--- src/rtl/ec_control_unit_if.sv ---
// Control/status bundle between the accumulator-machine control unit and its datapath.
// The master side (control unit) drives the strobes and status; the slave side drives opcode and flags.
interface ec_control_unit_if #(
    parameter int unsigned CNT_W = 8
) ();

    logic [2:0]       IR75;
    logic             Aeq0;
    logic             Apos;
    logic             enter;

    logic             IRload;
    logic             JMPmux;
    logic             PCload;
    logic             Meminst;
    logic             MemWr;
    logic [1:0]       Asel;
    logic             Aload;
    logic             Sub;

    logic             waiting;
    logic             halted;
    logic [3:0]       state_dbg;
    logic [CNT_W-1:0] inst_cnt;

    modport master (
        input  IR75, Aeq0, Apos, enter,
        output IRload, JMPmux, PCload, Meminst, MemWr, Asel, Aload, Sub,
        output waiting, halted, state_dbg, inst_cnt
    );

    modport slave (
        output IR75, Aeq0, Apos, enter,
        input  IRload, JMPmux, PCload, Meminst, MemWr, Asel, Aload, Sub,
        input  waiting, halted, state_dbg, inst_cnt
    );

endinterface

--- src/rtl/ec_control_unit.sv ---
// Sequencer for the 8-bit accumulator machine: fetch/decode/execute FSM driving all
// datapath strobes, with an armed input handshake and a saturating retired-instruction counter.
module ec_control_unit #(
    parameter int unsigned CNT_W        = 8,
    parameter int unsigned START_CYCLES = 1
) (
    input  logic               clk,
    input  logic               clear,
    ec_control_unit_if.master  bus
);

    localparam int unsigned START_W = 4;
    localparam logic [START_W-1:0] START_LAST = START_W'(START_CYCLES - 1);

    localparam logic [1:0] ASEL_ALU  = 2'b00;
    localparam logic [1:0] ASEL_IN   = 2'b01;
    localparam logic [1:0] ASEL_RAM  = 2'b10;

    typedef enum logic [3:0] {
        S_START  = 4'd0,
        S_FETCH  = 4'd1,
        S_DECODE = 4'd2,
        S_LOAD   = 4'd3,
        S_STORE  = 4'd4,
        S_ADD    = 4'd5,
        S_SUB    = 4'd6,
        S_INPUT  = 4'd7,
        S_JZ     = 4'd8,
        S_JPOS   = 4'd9,
        S_HALT   = 4'd10
    } state_t;

    state_t             state;
    state_t             state_nxt;
    logic [START_W-1:0] start_cnt;
    logic               enter_armed;
    logic [CNT_W-1:0]   cnt;

    logic               irload_c;
    logic               jmpmux_c;
    logic               pcload_c;
    logic               meminst_c;
    logic               memwr_c;
    logic [1:0]         asel_c;
    logic               aload_c;
    logic               sub_c;
    logic               waiting_c;
    logic               halted_c;
    logic               capture_c;
    logic               retire_c;

    // State register; reset forces START so every strobe drops without a clock.
    always_ff @(posedge clk or negedge clear) begin
        if (!clear) begin
            state <= S_START;
        end else begin
            state <= state_nxt;
        end
    end

    // Next state and per-state strobes (Mealy terms only in INPUT, JZ, JPOS).
    always_comb begin
        state_nxt = state;
        irload_c  = 1'b0;
        jmpmux_c  = 1'b0;
        pcload_c  = 1'b0;
        meminst_c = 1'b0;
        memwr_c   = 1'b0;
        asel_c    = ASEL_ALU;
        aload_c   = 1'b0;
        sub_c     = 1'b0;
        waiting_c = 1'b0;
        halted_c  = 1'b0;
        capture_c = 1'b0;
        retire_c  = 1'b0;

        case (state)
            S_START: begin
                if (start_cnt == START_LAST) begin
                    state_nxt = S_FETCH;
                end
            end
            S_FETCH: begin
                irload_c  = 1'b1;
                pcload_c  = 1'b1;
                state_nxt = S_DECODE;
            end
            S_DECODE: begin
                meminst_c = 1'b1;
                case (bus.IR75)
                    3'd0:    state_nxt = S_LOAD;
                    3'd1:    state_nxt = S_STORE;
                    3'd2:    state_nxt = S_ADD;
                    3'd3:    state_nxt = S_SUB;
                    3'd4:    state_nxt = S_INPUT;
                    3'd5:    state_nxt = S_JZ;
                    3'd6:    state_nxt = S_JPOS;
                    default: state_nxt = S_HALT;
                endcase
            end
            S_LOAD: begin
                meminst_c = 1'b1;
                asel_c    = ASEL_RAM;
                aload_c   = 1'b1;
                retire_c  = 1'b1;
                state_nxt = S_FETCH;
            end
            S_STORE: begin
                meminst_c = 1'b1;
                memwr_c   = 1'b1;
                retire_c  = 1'b1;
                state_nxt = S_FETCH;
            end
            S_ADD: begin
                meminst_c = 1'b1;
                aload_c   = 1'b1;
                retire_c  = 1'b1;
                state_nxt = S_FETCH;
            end
            S_SUB: begin
                meminst_c = 1'b1;
                aload_c   = 1'b1;
                sub_c     = 1'b1;
                retire_c  = 1'b1;
                state_nxt = S_FETCH;
            end
            S_INPUT: begin
                waiting_c = 1'b1;
                asel_c    = ASEL_IN;
                // Only a fresh rising enter captures; a level held from before is ignored.
                if (bus.enter && enter_armed) begin
                    aload_c   = 1'b1;
                    capture_c = 1'b1;
                    retire_c  = 1'b1;
                    state_nxt = S_FETCH;
                end
            end
            S_JZ: begin
                jmpmux_c  = bus.Aeq0;
                pcload_c  = bus.Aeq0;
                retire_c  = 1'b1;
                state_nxt = S_FETCH;
            end
            S_JPOS: begin
                jmpmux_c  = bus.Apos & ~bus.Aeq0;
                pcload_c  = bus.Apos & ~bus.Aeq0;
                retire_c  = 1'b1;
                state_nxt = S_FETCH;
            end
            S_HALT: begin
                halted_c  = 1'b1;
            end
            default: begin
                state_nxt = S_START;
            end
        endcase
    end

    // Idle counter for the post-reset START window.
    always_ff @(posedge clk or negedge clear) begin
        if (!clear) begin
            start_cnt <= '0;
        end else if (state == S_START) begin
            start_cnt <= start_cnt + START_W'(1);
        end else begin
            start_cnt <= '0;
        end
    end

    // Input handshake: arm on a low enter, disarm on the capture cycle.
    always_ff @(posedge clk or negedge clear) begin
        if (!clear) begin
            enter_armed <= 1'b0;
        end else if (capture_c) begin
            enter_armed <= 1'b0;
        end else if (!bus.enter) begin
            enter_armed <= 1'b1;
        end
    end

    // Saturating retired-instruction counter.
    always_ff @(posedge clk or negedge clear) begin
        if (!clear) begin
            cnt <= '0;
        end else if (retire_c && (cnt != {CNT_W{1'b1}})) begin
            cnt <= cnt + CNT_W'(1);
        end
    end

    assign bus.IRload    = irload_c;
    assign bus.JMPmux    = jmpmux_c;
    assign bus.PCload    = pcload_c;
    assign bus.Meminst   = meminst_c;
    assign bus.MemWr     = memwr_c;
    assign bus.Asel      = asel_c;
    assign bus.Aload     = aload_c;
    assign bus.Sub       = sub_c;
    assign bus.waiting   = waiting_c;
    assign bus.halted    = halted_c;
    assign bus.state_dbg = state;
    assign bus.inst_cnt  = cnt;

endmodule

--- src/flat_wrapper.sv ---
// flat-port wrapper written by rule: the top's interface ports become plain ports
module ec_control_unit_flat 
#(
    parameter int unsigned CNT_W        = 8,
    parameter int unsigned START_CYCLES = 1
)
  (clk, clear, bus_IR75, bus_Aeq0, bus_Apos, bus_enter, bus_IRload, bus_JMPmux, bus_PCload, bus_Meminst, bus_MemWr, bus_Asel, bus_Aload, bus_Sub, bus_waiting, bus_halted, bus_state_dbg, bus_inst_cnt);
  ec_control_unit_if #(.CNT_W(CNT_W)) bus_i ();
  input  logic clk;
  input  logic clear;
  input wire logic [$bits(bus_i.IR75)-1:0] bus_IR75;
  input wire logic [$bits(bus_i.Aeq0)-1:0] bus_Aeq0;
  input wire logic [$bits(bus_i.Apos)-1:0] bus_Apos;
  input wire logic [$bits(bus_i.enter)-1:0] bus_enter;
  output wire logic [$bits(bus_i.IRload)-1:0] bus_IRload;
  output wire logic [$bits(bus_i.JMPmux)-1:0] bus_JMPmux;
  output wire logic [$bits(bus_i.PCload)-1:0] bus_PCload;
  output wire logic [$bits(bus_i.Meminst)-1:0] bus_Meminst;
  output wire logic [$bits(bus_i.MemWr)-1:0] bus_MemWr;
  output wire logic [$bits(bus_i.Asel)-1:0] bus_Asel;
  output wire logic [$bits(bus_i.Aload)-1:0] bus_Aload;
  output wire logic [$bits(bus_i.Sub)-1:0] bus_Sub;
  output wire logic [$bits(bus_i.waiting)-1:0] bus_waiting;
  output wire logic [$bits(bus_i.halted)-1:0] bus_halted;
  output wire logic [$bits(bus_i.state_dbg)-1:0] bus_state_dbg;
  output wire logic [$bits(bus_i.inst_cnt)-1:0] bus_inst_cnt;
  assign bus_i.IR75 = bus_IR75;
  assign bus_i.Aeq0 = bus_Aeq0;
  assign bus_i.Apos = bus_Apos;
  assign bus_i.enter = bus_enter;
  assign bus_IRload = bus_i.IRload;
  assign bus_JMPmux = bus_i.JMPmux;
  assign bus_PCload = bus_i.PCload;
  assign bus_Meminst = bus_i.Meminst;
  assign bus_MemWr = bus_i.MemWr;
  assign bus_Asel = bus_i.Asel;
  assign bus_Aload = bus_i.Aload;
  assign bus_Sub = bus_i.Sub;
  assign bus_waiting = bus_i.waiting;
  assign bus_halted = bus_i.halted;
  assign bus_state_dbg = bus_i.state_dbg;
  assign bus_inst_cnt = bus_i.inst_cnt;
  ec_control_unit #(.CNT_W(CNT_W), .START_CYCLES(START_CYCLES)) u_core (.clk(clk), .clear(clear), .bus(bus_i));
endmodule
--- config.mk ---
export PLATFORM = sky130hd
export DESIGN_NAME = ec_control_unit_flat
export DESIGN_NICKNAME = d
export VERILOG_FILES = /design/src/rtl/ec_control_unit_if.sv /design/src/rtl/ec_control_unit.sv /design/src/flat_wrapper.sv
export SDC_FILE = /design/constraint.sdc
export NUM_CORES = 1
export LEC_CHECK = 0
export ABC_AREA = 1
export CAP_MARGIN = 15
export CORE_ASPECT_RATIO = 1.2
export CORE_MARGIN = 2
export CORE_UTILIZATION = 35
export CTS_CLUSTER_SIZE = 25
export DETAILED_ROUTE_END_ITERATION = 6
export REMOVE_ABC_BUFFERS = 1
export SLEW_MARGIN = 10
export SYNTH_ARGS = -nofsm -noshare
export SYNTH_HDL_FRONTEND = slang
export SYNTH_SLANG_ARGS = --single-unit
--- constraint.sdc ---
create_clock -name clk -period 1.49 [get_ports clk]
set_input_delay 0.2235 -clock clk [delete_from_list [all_inputs] [get_ports clk]]
set_output_delay 0.2235 -clock clk [all_outputs]
set_load 0.02 [all_outputs]
==> After elaboration in Yosys (flattened, before gate mapping) <==
Index checks and enable logic that the tools add are counted.
{ "word_totals": {"register_bits": 17, "inputBits": 8, "output_inout_bits": 23} }
{ "op_classes": {"add_sub_neg": 2, "eq_ne": 20, "mux": 20, "bitwise_logic": 3, "reduce_logical": 9} }
{ "ops": {"columns": ["operator", "n"], "rows": [
  ["$pmux W4 S7", 1],
  ["$pmux W4 S6", 1],
  ["$eq A4 B3 Y1 const B", 4],
  ["$eq A4 B4 Y1 const B", 3],
  ["$mux W4", 3],
  ["$mux W1", 10],
  ["$eq A3 B3 Y1 const B", 3],
  ["$add A8 B1 Y8 const B", 1],
  ["$eq A4 B2 Y1 const B", 2],
  ["$logic_not A4 Y1", 2],
  ["$ne A8 B8 Y1 const B", 1],
  ["$eq A3 B2 Y1 const B", 2],
  ["$ne A2 B1 Y1 const B", 3],
  ["$pmux W1 S2", 3],
  ["$reduce_or A6 Y1", 1],
  ["$reduce_or A5 Y1", 1],
  ["$add A4 B1 Y4 const B", 1],
  ["$eq A4 B1 Y1 const B", 1],
  ["$pmux W2 S2", 1],
  ["$eq A3 B1 Y1 const B", 1],
  ["$logic_not A3 Y1", 1],
  ["$pmux W1 S3", 1],
  ["$reduce_and A3 Y1", 1],
  ["$reduce_or A3 Y1", 1],
  ["other kinds (3)", 5]
]} }

==> Longest topological paths before layout <==
Gate-level depths: netlist of run 1.
{ "logic_depth": {"depth_word": 4, "ltp_mapped": 8, "depth_no_buf": 8} }

==> Worst setup path before layout of run 1 <==
No wires, ideal clock.
{ "synth_timing": {"path_type": "register to output", "start": "register u_core.state[2], in the netlist u_core.bus.state_dbg[2]", "end": "output bus_PCload", "arrival_ps": 1386, "setup_slack_ps": -120, "path_stages_with_launch": 7, "path_buffers": 0, "path_cell_list": "dfrtp_1 inv_2 nand2_1 inv_1 o21ai_0 a21oi_1 or2_2"} }
{ "synth_via": {"elab_chain_len": 2} }
{ "synth_lines": {"columns": ["item", "line", "text"], "rows": [
  ["start, declared", "ec_control_unit.sv:33", "state_t state;"],
  ["start signal, assigned", "ec_control_unit.sv:57", "state <= state_nxt;"],
  ["$eq A4 B4 Y1 / $eq A4 B1 Y1 (equally long branches)", "ec_control_unit.sv:77", "case (state)"],
  ["$pmux W1 S3 (*)", "ec_control_unit.sv:77", null],
  ["end, declared", "flat_wrapper.sv:17", "output wire logic [$bits(bus_i.PCload)-1:0] bus_PCload;"]
]} }
Every way passes the cells marked *; elsewhere a longest branch is shown, timed or not.

==> Final worst setup path of run 1 <==
{ "layout_timing": {"start": "register u_core.state[1], in the netlist u_core.bus.state_dbg[1]", "end": "output bus_Meminst"} }
{ "layout_via": {"elab_chain_len": 3} }
{ "layout_lines": {"columns": ["item", "line", "text"], "rows": [
  ["$eq A4 B2 Y1 / $eq A4 B3 Y1 (equally long branches)", "ec_control_unit.sv:77", null],
  ["$reduce_or A5 Y1 (no source line) (*)", null, null],
  ["$mux W1 (*)", "ec_control_unit.sv:77", null],
  ["end, declared", "flat_wrapper.sv:18", "output wire logic [$bits(bus_i.Meminst)-1:0] bus_Meminst;"]
]} }
Marked as above.

==> key figures, run 1 <==
Worst setup path
  • Crit path capture: bus_Meminst
  • R2r endpoint: u_core.bus.inst_cnt[6]
  • Arr. time, crit path: between 1 and 1.5 ns
  • Startpoint type of the worst setup path: flop
  • R2r setup slk: -0.07 ns
  • Reg2reg start: u_core.bus.state_dbg[1]
  • Worst Reg-to-Reg Cells: 9
  • Setup crit end kind: primary output
  • CP startpoint: u_core.bus.state_dbg[1]
  • Critical Path RT: 1.27 ns
  • Crit Path Max Fanout: 5
  • CP Class: reg2out

Detailed routing
  • Pre-antenna DRT Iters: 4
  • Initial drt markers: 35
  • DR WL/cell: 12.8 um
  • Remaining DRCs: 0
  • Post-Route WL: ~3.1 mm
  • Vias: approximately 1.2k
  • Routed vias/inst: between 4 and 5
  • Detail Route Antenna Nets: 0

Die
  • Die Wd: 55.2 um
  • Initial core utilization: a little over a third
  • I/O Pins: 31
  • Die Y: about 65 um
  • Die area: 3620 sq um
  • Core area: slightly above 3000 sq um
  • Cell row count: 22

Clocking
  • Clk sinks: 17
  • Clock Pin Slew Worst Setup and Hold Paths: roughly 0.1 ns
  • CTS Buf Count: 3
  • Clock Path Buffers: 2
  • Root Buffer: clkbuf_4
  • CTS tree: done
  • Clk_lat worst skew: around 0.29 ns
  • CTS H-Tree Depth: 1

Global route
  • Antenna violations before repair: 0
  • Total Routing Usage GR: 17.2%
  • First-pass GRT wire length: ~4.9 mm
  • Pin count of the biggest net entering global routing: 18
  • Global route overflow: 0
  • Vias in the first global route: around 1.1k

Timing
  • Final Hold Fails: 0
  • Min cycle time layout: ~1.6 ns
  • Slew @ Worst Pin: approximately 0.30 ns
  • Worst rel slew slack: approximately four fifths
  • Setup WS post-layout: -0.115 ns
  • Slew Limit Fails: 0
  • Period utilisation layout: 108%
  • RSZ-0062 raised after global routing: yes
  • Final Setup Violations: 14
  • Total negative slack: -0.774 ns
  • Fmax: a little over 600 MHz
  • Post-Route Skew: approximately 0.012 ns

Job
  • MaxCap Viol Count: 0

Placed design
  • Routability cong.: just under 0.8
  • DP Cell Count: 230
  • Hpwl dp: 2.23 mm
  • IO Port Bufs: 30
  • DP Area: 1610 sq um

Logic synthesis
  • Area leader, netlist: dfrtp_1
  • Yosys reg bits: 17
  • Number of flops mapped to enable cells by yosys: 0
  • Top_reg_cell synth: dfrtp_1
  • Seq/Total Area, Yosys: 38.6%
  • Mapped Area: between 1000 and 1500 sq um
  • Yosys cell types: 21
  • Yosys Warn Count: 0
  • Post-synth ARST share: 100%
  • Average cell area after synthesis: between 7 and 8 sq um
  • Gate Count Post-Synth: roughly 140
  • Share of the synthesized area in the top cell type: 38.6%
  • Synth area leaders: dfrtp_1 (39%), nand2_1 (12%), nand3_1 (6.8%)

Power and ir drop
  • VDD IR-drop max: about 0.00042 V
  • Power per cell area: 413 nW/um^2
  • Leak: between 0.9 and 1 nW
  • Total chip power: 0.755 mW

Run status
  • Outcome: finished, violations left
  • Violated checks: negative setup slack

Layout
  • Area added between synthesis and finish: 65.8%
  • Most frequent cells in the layout: nand2_1 (27), buf_4 (27), dfrtp_1 (15), nor2_1 (14), buf_6 (14)
  • Layout Cells excl Fill: 242
  • Nets@finish: 218
  • Layout cell share with drive strength beyond 1: between 40 and 50%
  • Fin util: between 60 and 70%
  • N_diodes: 0
  • Design Area, Final: between 1500 and 2000 sq um
  • Fillers: 280

Min path
  • Worst Hold Class: in2async
## synthesized netlist by cell type (3+ instances only)
| cell type | count |
|---|---|
| a21oi_1 | 3 |
| dfrtp_1 | 17 |
| ha_1 | 3 |
| inv_1 | 16 |
| inv_2 | 3 |
| nand2_1 | 35 |
| nand2_4 | 3 |
| nand3_1 | 15 |
| nand3_2 | 3 |
| nor2_1 | 20 |
| o21ai_0 | 5 |
| xnor2_1 | 3 |
| xor2_1 | 4 |
## worst max-delay path, cell delays in order (launching register included)
cell     delay (ns)
dfrtp_2        0.46
buf_6          0.14
nand2_8        0.09
buf_6          0.11
nand3_4        0.09
nand3_2        0.10
buf_6          0.11
## worst min-delay path by stage
stage	from	end	slack, ns	cells past startpoint
floorplan	clear	u_core.bus.inst_cnt[0]	-0.07	0
global placement	u_core.start_cnt[0]	u_core.start_cnt[0]	0.47	1
detailed placement	u_core.start_cnt[0]	u_core.start_cnt[0]	0.48	1
CTS	clear	u_core.bus.inst_cnt[3]	0.25	2
global route	clear	u_core.bus.inst_cnt[3]	0.26	2
finish	clear	u_core.bus.inst_cnt[3]	0.24	2
## layer usage
metal / part of all wire, % / vias to the layer above / track usage [%] / routed length, um
li1: - / 581 / - / -
met1: 42 / 538 / 18.8 / 1300
met2: 53 / 37 / 33.6 / 1630
met3: 4.6 / 2 / 2.56 / 143
met4: 0.55 / 0 / 5.49 / 17
met5: 0 / - / 0 / 0
## stage by stage
stage | hold WS [ns] | worst slack [ns]
floorplan | -0.0721 | -0.120
global placement | 0.469 | -0.458
detailed placement | 0.483 | -0.481
CTS | 0.247 | -0.188
global route | 0.261 | -0.180
finish | 0.243 | -0.115
## timing repair
item | in CTS | in global routing
endpoints found under the setup margin | 30 | 22
resized for setup | 77 | 41
cloned | 1 | 0
hold buffers | 0 | 0
setup buffers | 3 | 4
pin swaps | 4 | 8
## kinds of logic (layout without fill, tap and decap cells)
group / after synthesis / count (layout) / synth area share [%]
and+or+nand+nor: 87 / 88 / 41.4
buffers and inverters: 20 / 82 / 6.92
DFF: 17 / 17 / 38.6
AOI/OAI and AO/OA: 9 / 9 / 4.09
xor gates and xnor gates: 7 / 7 / 5.56
adders and majority gates: 3 / 3 / 3.41
## power by group
| group | total [mW] | switching [mW] | internal [mW] |
|---|---|---|---|
| Combinational | 0.0543 | 0.0265 | 0.0278 |
| Clock | 0.240 | 0.140 | 0.0995 |
| Sequential | 0.461 | 0 | 0.461 |
## final cells by class
type                    count  area [sq um]  area share, %
flip-flops and latches     17           428           23.4
clock inverters             1          5.00          0.274
multi-input cells         107           718           39.3
well taps                  36          45.0           2.46
clock buffers               3          22.5           1.23
inverters                  19          78.8           4.31
repair buffers             59           531           29.0
## registers in the layout, indices dropped and copies added (netlist names)
name and count:
u_core.bus.inst_cnt 8, u_core.bus.state_dbg 4, u_core.start_cnt 4, u_core.enter_armed 1
(Power assumes the default switching activity.)
==> run 2, diff against run 1 <==
- ABC_AREA: 1 -> default
==> key figures, run 2 <==
Timing
  • Setup WS post-layout: -0.231 ns
  • Worst rel slew slack: 76.3%
  • Slew @ Worst Pin: 0.356 ns
  • Min cycle time layout: between 1.5 and 2 ns
  • Slew Limit Fails: 0
  • Total negative slack: -2.97 ns
  • Post-Route Skew: approximately 0.0059 ns
  • Final Hold Fails: 0
  • Fin Hold WS: 0.245 ns
  • RSZ-0062 raised after global routing: yes
  • Period utilisation layout: 116%
  • Fmax: 581 MHz
  • Final Setup Violations: 20

Global route
  • Vias in the first global route: around 1.0k
  • Global route overflow: 0
  • Pin count of the biggest net entering global routing: 18
  • Total Routing Usage GR: between 10% and 20%
  • First-pass GRT wire length: between 4 and 5 mm
  • Antenna violations before repair: 0

Power and ir drop
  • Power per cell area: 1880 nW/um^2
  • VDD IR-drop max: between 0.001 and 0.0015 V
  • Leak: between 0.8 and 0.9 nW

Detailed routing
  • Post-Route WL: 2.84 mm
  • Remaining DRCs: 0
  • Detail Route Antenna Nets: 0
  • DR WL/cell: ~13 um
  • Routed wl met3: 162 um
  • Pre-antenna DRT Iters: 4
  • WL met2: about 1.5 mm
  • Routed vias/inst: slightly below 5
  • Initial drt markers: 13
  • Vias: about 1.0k
  • Routed met1 length: about 1.1 mm
  • Max Used Layer: met4

Worst setup path
  • CP startpoint: u_core.bus.state_dbg[1]
  • Arr. time, crit path: 1.50 ns
  • Reg2reg start: u_core.bus.state_dbg[1]
  • Startpoint type of the worst setup path: flop
  • Critical Path RT: 1.27 ns
  • R2r endpoint: u_core.bus.inst_cnt[2]
  • R2r setup slk: -0.20 ns
  • Setup crit end kind: primary output
  • Crit Path Max Fanout: 7
  • Worst Reg-to-Reg Cells: 5
  • Crit path capture: bus_Aload
  • CP Class: reg2out

Die
  • Cell row count: 21
  • Die Wd: 53.8 um
  • Die area: around 3400 sq um
  • Die Y: around 64 um
  • I/O Pins: 31
  • Initial core utilization: ~37%
  • Core area: around 2800 sq um

Logic synthesis
  • Average cell area after synthesis: 9.66 sq um
  • Synth area leaders: dfrtp_1 (41%), mux2_1 (5.4%), nand2_1 (4.7%)
  • Gate Count Post-Synth: 108
  • Yosys cell types: 39
  • Top cells by count, synth: dfrtp_1 (17), nand2_1 (13), nor2_1 (10)
  • Yosys reg bits: 17
  • Seq/Total Area, Yosys: around two fifths
  • Mapped Area: about 1000 sq um
  • Top_reg_cell synth: dfrtp_1
  • Most common cell in the synthesized netlist: dfrtp_1
  • Yosys Warn Count: 0
  • Share of the synthesized area in the top cell type: around two fifths
  • Area leader, netlist: dfrtp_1
  • Post-synth ARST share: 100%
  • Number of flops mapped to enable cells by yosys: 0

Layout
  • N_diodes: 0
  • Nets@finish: between 150 and 200
  • Area added between synthesis and finish: 77.5%
  • Layout cell share with drive strength beyond 1: a little over half
  • Commonest non-fill, non-tap cell in the layout: buf_4
  • Layout Cells excl Fill: around 210
  • Most frequent cells in the layout: buf_4 (35), buf_6 (16), dfrtp_1 (13), nand2_1 (11), dlygate4sd2_1 (10)
  • Max reg flops: 8
  • Fin util: between 60% and 70%

Clocking
  • Clk_lat worst skew: approximately 0.29 ns
  • Hold buffer count at CTS: 0
  • Clock Path Buffers: 2
  • Clk sinks: 17
  • CTS tree: done
  • Root Buffer: clkbuf_4
  • CTS Buf Count: 3
  • CTS H-Tree Depth: 1
  • Clock Pin Slew Worst Setup and Hold Paths: ~0.10 ns

Run status
  • Outcome: finished, violations left
  • Violated checks: negative setup slack

Placed design
  • Hpwl dp: about 2.0 mm
  • Setup WS pre-CTS: -0.739 ns
  • IO Port Bufs: 30
  • DP Cell Count: roughly 200
  • Routability cong.: 0.843

Min path
  • Worst Hold Class: in2async

Job
  • MaxCap Viol Count: 0
## run 2: cell types whose count changed after synthesis, sizes merged, moves of 2 or more
cell,delta
nand2,-27
nand3,-15
inv,-14
nor2,-13
a21oi,+6
mux2,+6
buf,+4
and2,+3
nor3,+3
a211oi,+2
a21boi,+2
and3,+2
nand3b,-2
xor2,-2
## run 2: where the power goes
group | total (mW) | internal [mW] | switching, mW
Combinational | 2.44 | 1.28 | 1.17
Clock | 0.240 | 0.0996 | 0.140
Sequential | 0.801 | 0.614 | 0.188
Total | 3.48 | 1.99 | 1.49
## run 2: routing by layer
layer | global-route usage (%) | vias to the layer above
li1 | - | 520
met3 | 2.80 | 4
met4 | 5.77 | 0
met2 | 30.5 | 32
met5 | 0 | -
met1 | 20.7 | 485
## run 2: worst min path at each step
stage | startpoint | endpoint | slack, ns | cells after the start
5_1_grt | clear | u_core.bus.inst_cnt[1] | 0.25 | 2
3_5_place_dp | u_core.start_cnt[0] | u_core.start_cnt[0] | 0.48 | 1
4_1_cts | clear | u_core.bus.inst_cnt[3] | 0.24 | 2
3_3_place_gp | u_core.start_cnt[0] | u_core.start_cnt[0] | 0.47 | 1
2_1_floorplan | clear | u_core.bus.inst_cnt[0] | -0.07 | 0
6_report | clear | u_core.bus.inst_cnt[3] | 0.24 | 2
## run 2: cells by family (layout without fill, tap and decap cells)
group                    count (synthesis)  after routing  synth area share [%]
XOR/XNOR                                 4              4                  3.36
buffers and inverters                    9             80                  4.32
adder cells (fa/ha/maj)                  3              3                  3.60
flip-flops                              17             17                  40.8
multiplexers                             7              7                  7.79
AO/OA/AOI/OAI                           23             23                  16.7
AND/OR/NAND/NOR                         45             45                  23.5
## run 2: critical path, cell delays in order, from the launching register on
cell       delay [ns]
dfrtp_2          0.48
and2_4           0.20
a2111oi_4        0.34
buf_4            0.19
## run 2: metrics by stage
step / power [mW] / area [sq um]
after global placement: 2.65 / 1570
after global routing: 3.74 / 1850
after detailed placement: 2.69 / 1570
after floorplan: 1.70 / 1020
after CTS: 3.13 / 1690
final: 3.48 / 1850
## run 2: repair_timing
item,CTS,global route
resized for setup,100,28
pin swaps,8,12
endpoints found under the setup margin,31,21
hold endpoints to repair,0,0
buffers inserted,8,6
## run 2: layout make-up
class                      count  area, sq um
multi-input combinational     82          717
clock inverter                 1         5.00
fill                         237          960
inverter                       5         18.8
timing repair buffer          71          616
clock buffer                   3         22.5
tap                           34         42.5
sequential                    17          430
